<file path="src/rtl/game_timer_ctrl.sv">
// game_timer_ctrl: round timer FSM with a 1 ms prescaler, pause, timeout and bonus pulses.
// Optional bonus cooldown is enabled by defining TIMER_BONUS_COOLDOWN_EN.
module game_timer_ctrl #(
  parameter int CLK_FREQ_HZ       = 65_000_000,
  parameter int ARM_CYCLES        = 2,
  parameter int BONUS_COOLDOWN_MS = 500
) (
  input  logic        clk,
  input  logic        rst,
  input  logic        round_start,
  input  logic        round_abort,
  input  logic        pause,
  input  logic        bonus_req,
  input  logic        elapsed,
  output logic        module_en,
  output logic        start,
  output logic        bonus,
  output logic        one_ms_tick,
  output logic        time_up,
  output logic [19:0] ms_total,
  output logic [7:0]  bonus_count
);

  localparam int TPM = CLK_FREQ_HZ / 1000;
  localparam int PW  = (TPM > 1) ? $clog2(TPM) : 1;
  localparam int AW  = (ARM_CYCLES > 1) ? $clog2(ARM_CYCLES) : 1;
  localparam logic [PW-1:0] PRESC_LAST = PW'(TPM - 1);
  localparam logic [AW-1:0] ARM_LAST   = AW'(ARM_CYCLES - 1);

  typedef enum logic [2:0] {
    S_IDLE    = 3'd0,
    S_ARM     = 3'd1,
    S_RUN     = 3'd2,
    S_PAUSE   = 3'd3,
    S_TIMEOUT = 3'd4
  } state_t;

  state_t        state_r;
  logic [PW-1:0] presc_r;
  logic [AW-1:0] arm_cnt_r;
  logic          presc_wrap_s;
  logic          grant_s;

`ifdef TIMER_BONUS_COOLDOWN_EN
  localparam logic [15:0] COOLDOWN_LOAD = 16'(BONUS_COOLDOWN_MS);
  logic [15:0] cooldown_r;
`endif

  function automatic logic [19:0] sat_inc20(input logic [19:0] v);
    if (v == 20'hF_FFFF) begin
      return v;
    end else begin
      return v + 20'd1;
    end
  endfunction

  function automatic logic [7:0] sat_inc8(input logic [7:0] v);
    if (v == 8'hFF) begin
      return v;
    end else begin
      return v + 8'd1;
    end
  endfunction

  // Prescaler terminal detect and bonus grant qualification.
  always_comb begin
    presc_wrap_s = (presc_r == PRESC_LAST);
    grant_s      = 1'b0;
`ifdef TIMER_BONUS_COOLDOWN_EN
    if (bonus_req && (cooldown_r == 16'd0)) begin
      grant_s = 1'b1;
    end else begin
      grant_s = 1'b0;
    end
`else
    grant_s = bonus_req;
`endif
  end

  // Round FSM with all outputs registered; pulses default low each clock.
  always_ff @(posedge clk) begin
    if (rst) begin
      state_r     <= S_IDLE;
      presc_r     <= '0;
      arm_cnt_r   <= '0;
      module_en   <= 1'b0;
      start       <= 1'b0;
      bonus       <= 1'b0;
      one_ms_tick <= 1'b0;
      time_up     <= 1'b0;
      ms_total    <= 20'd0;
      bonus_count <= 8'd0;
`ifdef TIMER_BONUS_COOLDOWN_EN
      cooldown_r  <= 16'd0;
`endif
    end else begin
      start       <= 1'b0;
      bonus       <= 1'b0;
      one_ms_tick <= 1'b0;
      time_up     <= 1'b0;
      case (state_r)
        S_IDLE: begin
          if (round_start) begin
            state_r     <= S_ARM;
            module_en   <= 1'b1;
            arm_cnt_r   <= '0;
            ms_total    <= 20'd0;
            bonus_count <= 8'd0;
`ifdef TIMER_BONUS_COOLDOWN_EN
            cooldown_r  <= 16'd0;
`endif
          end else begin
            module_en <= 1'b0;
          end
        end
        S_ARM: begin
          if (round_abort) begin
            state_r   <= S_IDLE;
            module_en <= 1'b0;
          end else if (arm_cnt_r == ARM_LAST) begin
            state_r <= S_RUN;
            start   <= 1'b1;
            presc_r <= '0;
          end else begin
            arm_cnt_r <= arm_cnt_r + AW'(1);
          end
        end
        S_RUN: begin
          if (round_abort) begin
            state_r   <= S_IDLE;
            module_en <= 1'b0;
          end else if (elapsed) begin
            state_r <= S_TIMEOUT;
            time_up <= 1'b1;
          end else if (pause) begin
            state_r <= S_PAUSE;
          end else begin
            if (presc_wrap_s) begin
              presc_r     <= '0;
              one_ms_tick <= 1'b1;
              ms_total    <= sat_inc20(ms_total);
            end else begin
              presc_r <= presc_r + PW'(1);
            end
            if (grant_s) begin
              bonus       <= 1'b1;
              bonus_count <= sat_inc8(bonus_count);
            end else begin
              bonus <= 1'b0;
            end
`ifdef TIMER_BONUS_COOLDOWN_EN
            // A fresh grant reloads the full cooldown even if a tick lands on the same clock.
            if (grant_s) begin
              cooldown_r <= COOLDOWN_LOAD;
            end else if (presc_wrap_s && (cooldown_r != 16'd0)) begin
              cooldown_r <= cooldown_r - 16'd1;
            end else begin
              cooldown_r <= cooldown_r;
            end
`endif
          end
        end
        S_PAUSE: begin
          if (round_abort) begin
            state_r   <= S_IDLE;
            module_en <= 1'b0;
          end else if (elapsed) begin
            state_r <= S_TIMEOUT;
            time_up <= 1'b1;
          end else if (!pause) begin
            state_r <= S_RUN;
          end else begin
            state_r <= S_PAUSE;
          end
        end
        S_TIMEOUT: begin
          if (round_abort) begin
            state_r   <= S_IDLE;
            module_en <= 1'b0;
          end else begin
            state_r <= S_TIMEOUT;
          end
        end
        default: begin
          state_r   <= S_IDLE;
          module_en <= 1'b0;
        end
      endcase
    end
  end

endmodule

</file>
<file path="config.mk">
export PLATFORM = sky130hd
export DESIGN_NAME = game_timer_ctrl
export DESIGN_NICKNAME = d
export VERILOG_FILES = /design/src/rtl/game_timer_ctrl.sv
export SDC_FILE = /design/constraint.sdc
export NUM_CORES = 1
export LEC_CHECK = 0
export BUFFER_PORTS_ARGS = -buffer_cell sky130_fd_sc_hd__buf_2
export CAP_MARGIN = 40
export CORE_UTILIZATION = 36
export CTS_BUF_LIST = sky130_fd_sc_hd__clkbuf_4 sky130_fd_sc_hd__clkbuf_8
export DETAILED_ROUTE_END_ITERATION = 10
export HOLD_SLACK_MARGIN = 0.1
export MAX_ROUTING_LAYER = met4
export SLEW_MARGIN = 40
export SYNTH_ARGS = -nofsm -noshare
export SYNTH_HDL_FRONTEND = slang
export SYNTH_SLANG_ARGS = --single-unit
</file>
<file path="constraint.sdc">
create_clock -name clk -period 3.1 [get_ports clk]
set_clock_uncertainty 0.2 [all_clocks]
set_input_delay 0.155 -clock clk [delete_from_list [all_inputs] [get_ports clk]]
set_output_delay 0.155 -clock clk [all_outputs]
set_load 0.01 [all_outputs]
</file>
==> out/results.ini <==
[logic_synthesis]
synth_fa_ha_area_share_pct=1.34
seq_area_frac_synth_pct=37.9
async_flop_share_pct=0
synth.cell_area_sq_um=2800
synth_compound_area_share_pct=18.2
synth_area_leaders=dfxtp_1, nor2_1, nand2_1, nand3_1, xnor2_1
ys.flop_type=dfxtp_1
synth_area_leader_cell=dfxtp_1
syn-num-nets=352
synth_edf_count=0
synthCells=342
muxShareOfSynthArea_pct=1.47
syn_avg_cell_area_sq_um=8.19
synthDistinctLibCells=56
synth_top_family_by_area=simple AND/OR/NAND/NOR gates
synthSimpleGateAreaFrac_pct=33.4
synth-xor-area-share_pct=3.75
ys_warn_count=0
synth_seq_cells=53
post-synth-top-area-fraction_pct=37.9

[cts]
numCtsBuffers=5
cts_resized=0
cts.htree.levels=2
postCtsHoldBufs=7
cts_sinks=53
cts_tree=yes
clockBufferDepth=2
root_buffer=clkbuf_8
insertion_delay_ns=0.31
clk_pin_slew_ns=0.10
cts_setup_buffers=0

[setup_path]
cp_slowest_cell=nor3_1
startpoint_type=primary input
worst_ep_arrival_time_ns=2.61
endpoint_kind=flop
path_buf_inv=3
critPathMaxFanout=10
path_class=primary input to flop
slowest_delay_ns=0.57
worstPathCellList=dlygate4sd3_1 -> buf_2 -> nor3_1 -> nand2_1 -> buf_4 -> nor2_1 -> nand2_1 -> o41ai_1
worstPathRequired_ns=3.10
critical_path.top_delay_family=simple AND/OR/NAND/NOR gates
cpMostUsedCell=nand2_1

[pwr]
p_switching_w=0.000282
swShare_pct=24.2
ir_drop_uv=143
combPwrFrac_pct=6.6
finalPower_w=0.00116
leakage_nw=1.23
seqPwrFrac_pct=59.5
internal-power_w=0.000882
p_per_area_nw_per_um2=357
p_clk_share_pct=33.9

[final_layout]
post_layout_nonfiller_instances=487
syn_to_final_growth_pct=16.4
nets=397
drive_gt1_share_pct=17.5
antenna_cells=0
nFillCells=773

[sta]
final_hold_viol_count=0
hold-worst-slack_ns=0.315
timing.final.crit_share_pct=84.2
fin_crit_ns=2.61
post-route-worst-setup-slack_ns=0.490
final-max-slew-violation-count=0
rsz0062_at_grt=no
setup_violations=0
slew_headroom_pct=55.3
worstMarginPinSlew_ns=0.665
fmax_mhz=383
finalSetupTns_ns=0

[drt]
drc=0
wl_per_cell_um=14.5
viasPerCell=5.65
routed_wl_mm=7.04
drtIter0Drc=157
ant_nets=0
dr.pass1.iters=4
vias=2751

[placement]
dpl.hpwl_mm=4.89
place_congestion=0.868
pre_cts_ws_ns=0.581
placed_cells=472
port_buffers=39

[grt]
grt.met3_usage_pct=2.28
grt_pass1_vias=2434
antenna_found_initial=0
grt_use_total_pct=18.2
met2_usage_pct=27.8
grtUsageMet1_pct=24.7
grt_max_degree=27
gr-max-usage-layer=met2
grt_pass1_wl_mm=11.8
grt_overflow=0

[floorplanning]
initial_core_util_pct=38.0
die-area_sq_um=8140
fp.coreArea_sq_um=7370
ioPinCount=40
die-width_um=90.2
row_count=31
die_h_um=90.2

[job]
maxCapViolCount=0

[outcome]
status=finished, final reports clean

[hold_path]
min_path_type=flop to flop

## state kept, by name, summed over array words and instances, names as in the netlist, 3 cells and up
signal / cells
presc_r: 16
state_r: 3
ms_total: 20
bonus_count: 8
## power groups by stage
stage | clock [W] | sequential [W] | combinational [W]
2_1_floorplan | 0 | 0.000706 | 0.0000453
3_3_place_gp | 0 | 0.000708 | 0.0000689
3_5_place_dp | 0 | 0.000708 | 0.0000693
4_1_cts | 0.000414 | 0.000692 | 0.0000764
5_1_grt | 0.000437 | 0.000694 | 0.0000847
6_report | 0.000395 | 0.000693 | 0.0000766
## layout make-up
| cell class | instances | area [sq um] | area share [%] |
|---|---|---|---|
| Clock buffer | 6 | 76.3 | 2.34 |
| Tap cell | 99 | 124 | 3.80 |
| Inverter | 8 | 30.0 | 0.921 |
| Multi-Input combinational cell | 265 | 1630 | 50.1 |
| Sequential cell | 53 | 1060 | 32.5 |
| Clock inverter | 2 | 10.0 | 0.307 |
| Timing Repair Buffer | 54 | 325 | 9.98 |
## per-stage QoR
| stage | utilization (%) | instance area (sq um) |
|---|---|---|
| floorplan | - | 2800 |
| global placement | 42.1 | 3100 |
| detailed placement | 42.1 | 3100 |
| CTS | 44.2 | 3260 |
| global route | 44.2 | 3260 |
| finish | 44.2 | 3260 |
## worst min-delay path, cell delays in order (launching register included)
cell     delay [ns]
dfxtp_1        0.35
inv_1          0.06
o22ai_1        0.07
## synthesized netlist by cell type, types with 6 or more instances
master / number
o21ai_0: 12
dfxtp_1: 53
clkbuf_1: 11
nand3_1: 23
a31oi_1: 6
o211ai_1: 8
nand2_1: 33
nor4_1: 8
a21oi_1: 14
nor3_1: 17
nor2_1: 38
xnor2_1: 11
and4_1: 6
and2_1: 6
inv_1: 8
nand4_1: 12
## kinds of logic after synthesis
group                      Yosys count
and+or+nand+nor                    173
AOI/OAI and AO/OA                   73
DFF                                 53
buffers and inverters               24
xor gates and xnor gates            12
muxes                                4
adders and majority gates            3
## layout by cell type (no fill, tap or decap), types with 8 or more instances in the layout
master and n:
inv_1 8, buf_4 8, buf_2 39, o211ai_1 8, nand3_1 23, nor2_1 38
xnor2_1 11, a21oi_1 14, nor3_1 17, nand2_1 33, dfxtp_1 53, nor4_1 8
o21ai_0 12, nand4_1 12
## layer usage
| metal | up-vias | share of wire (%) |
|---|---|---|
| met3 | 9 | 4.5 |
| met5 | - | 0 |
| li1 | 1364 | - |
| met2 | 75 | 45 |
| met1 | 1303 | 48 |
| met4 | 0 | 1.6 |
## worst paths after layout
path             endpoint         from  slack (ns)  cells past startpoint
max          ms_total[19]  round_abort        0.49                      8
min           ms_total[1]  ms_total[1]        0.31                      2
max reg2reg   ms_total[6]   presc_r[3]        0.54                      5
min reg2reg   ms_total[1]  ms_total[1]        0.31                      2
Note: power is estimated with default switching activity, not from simulation.
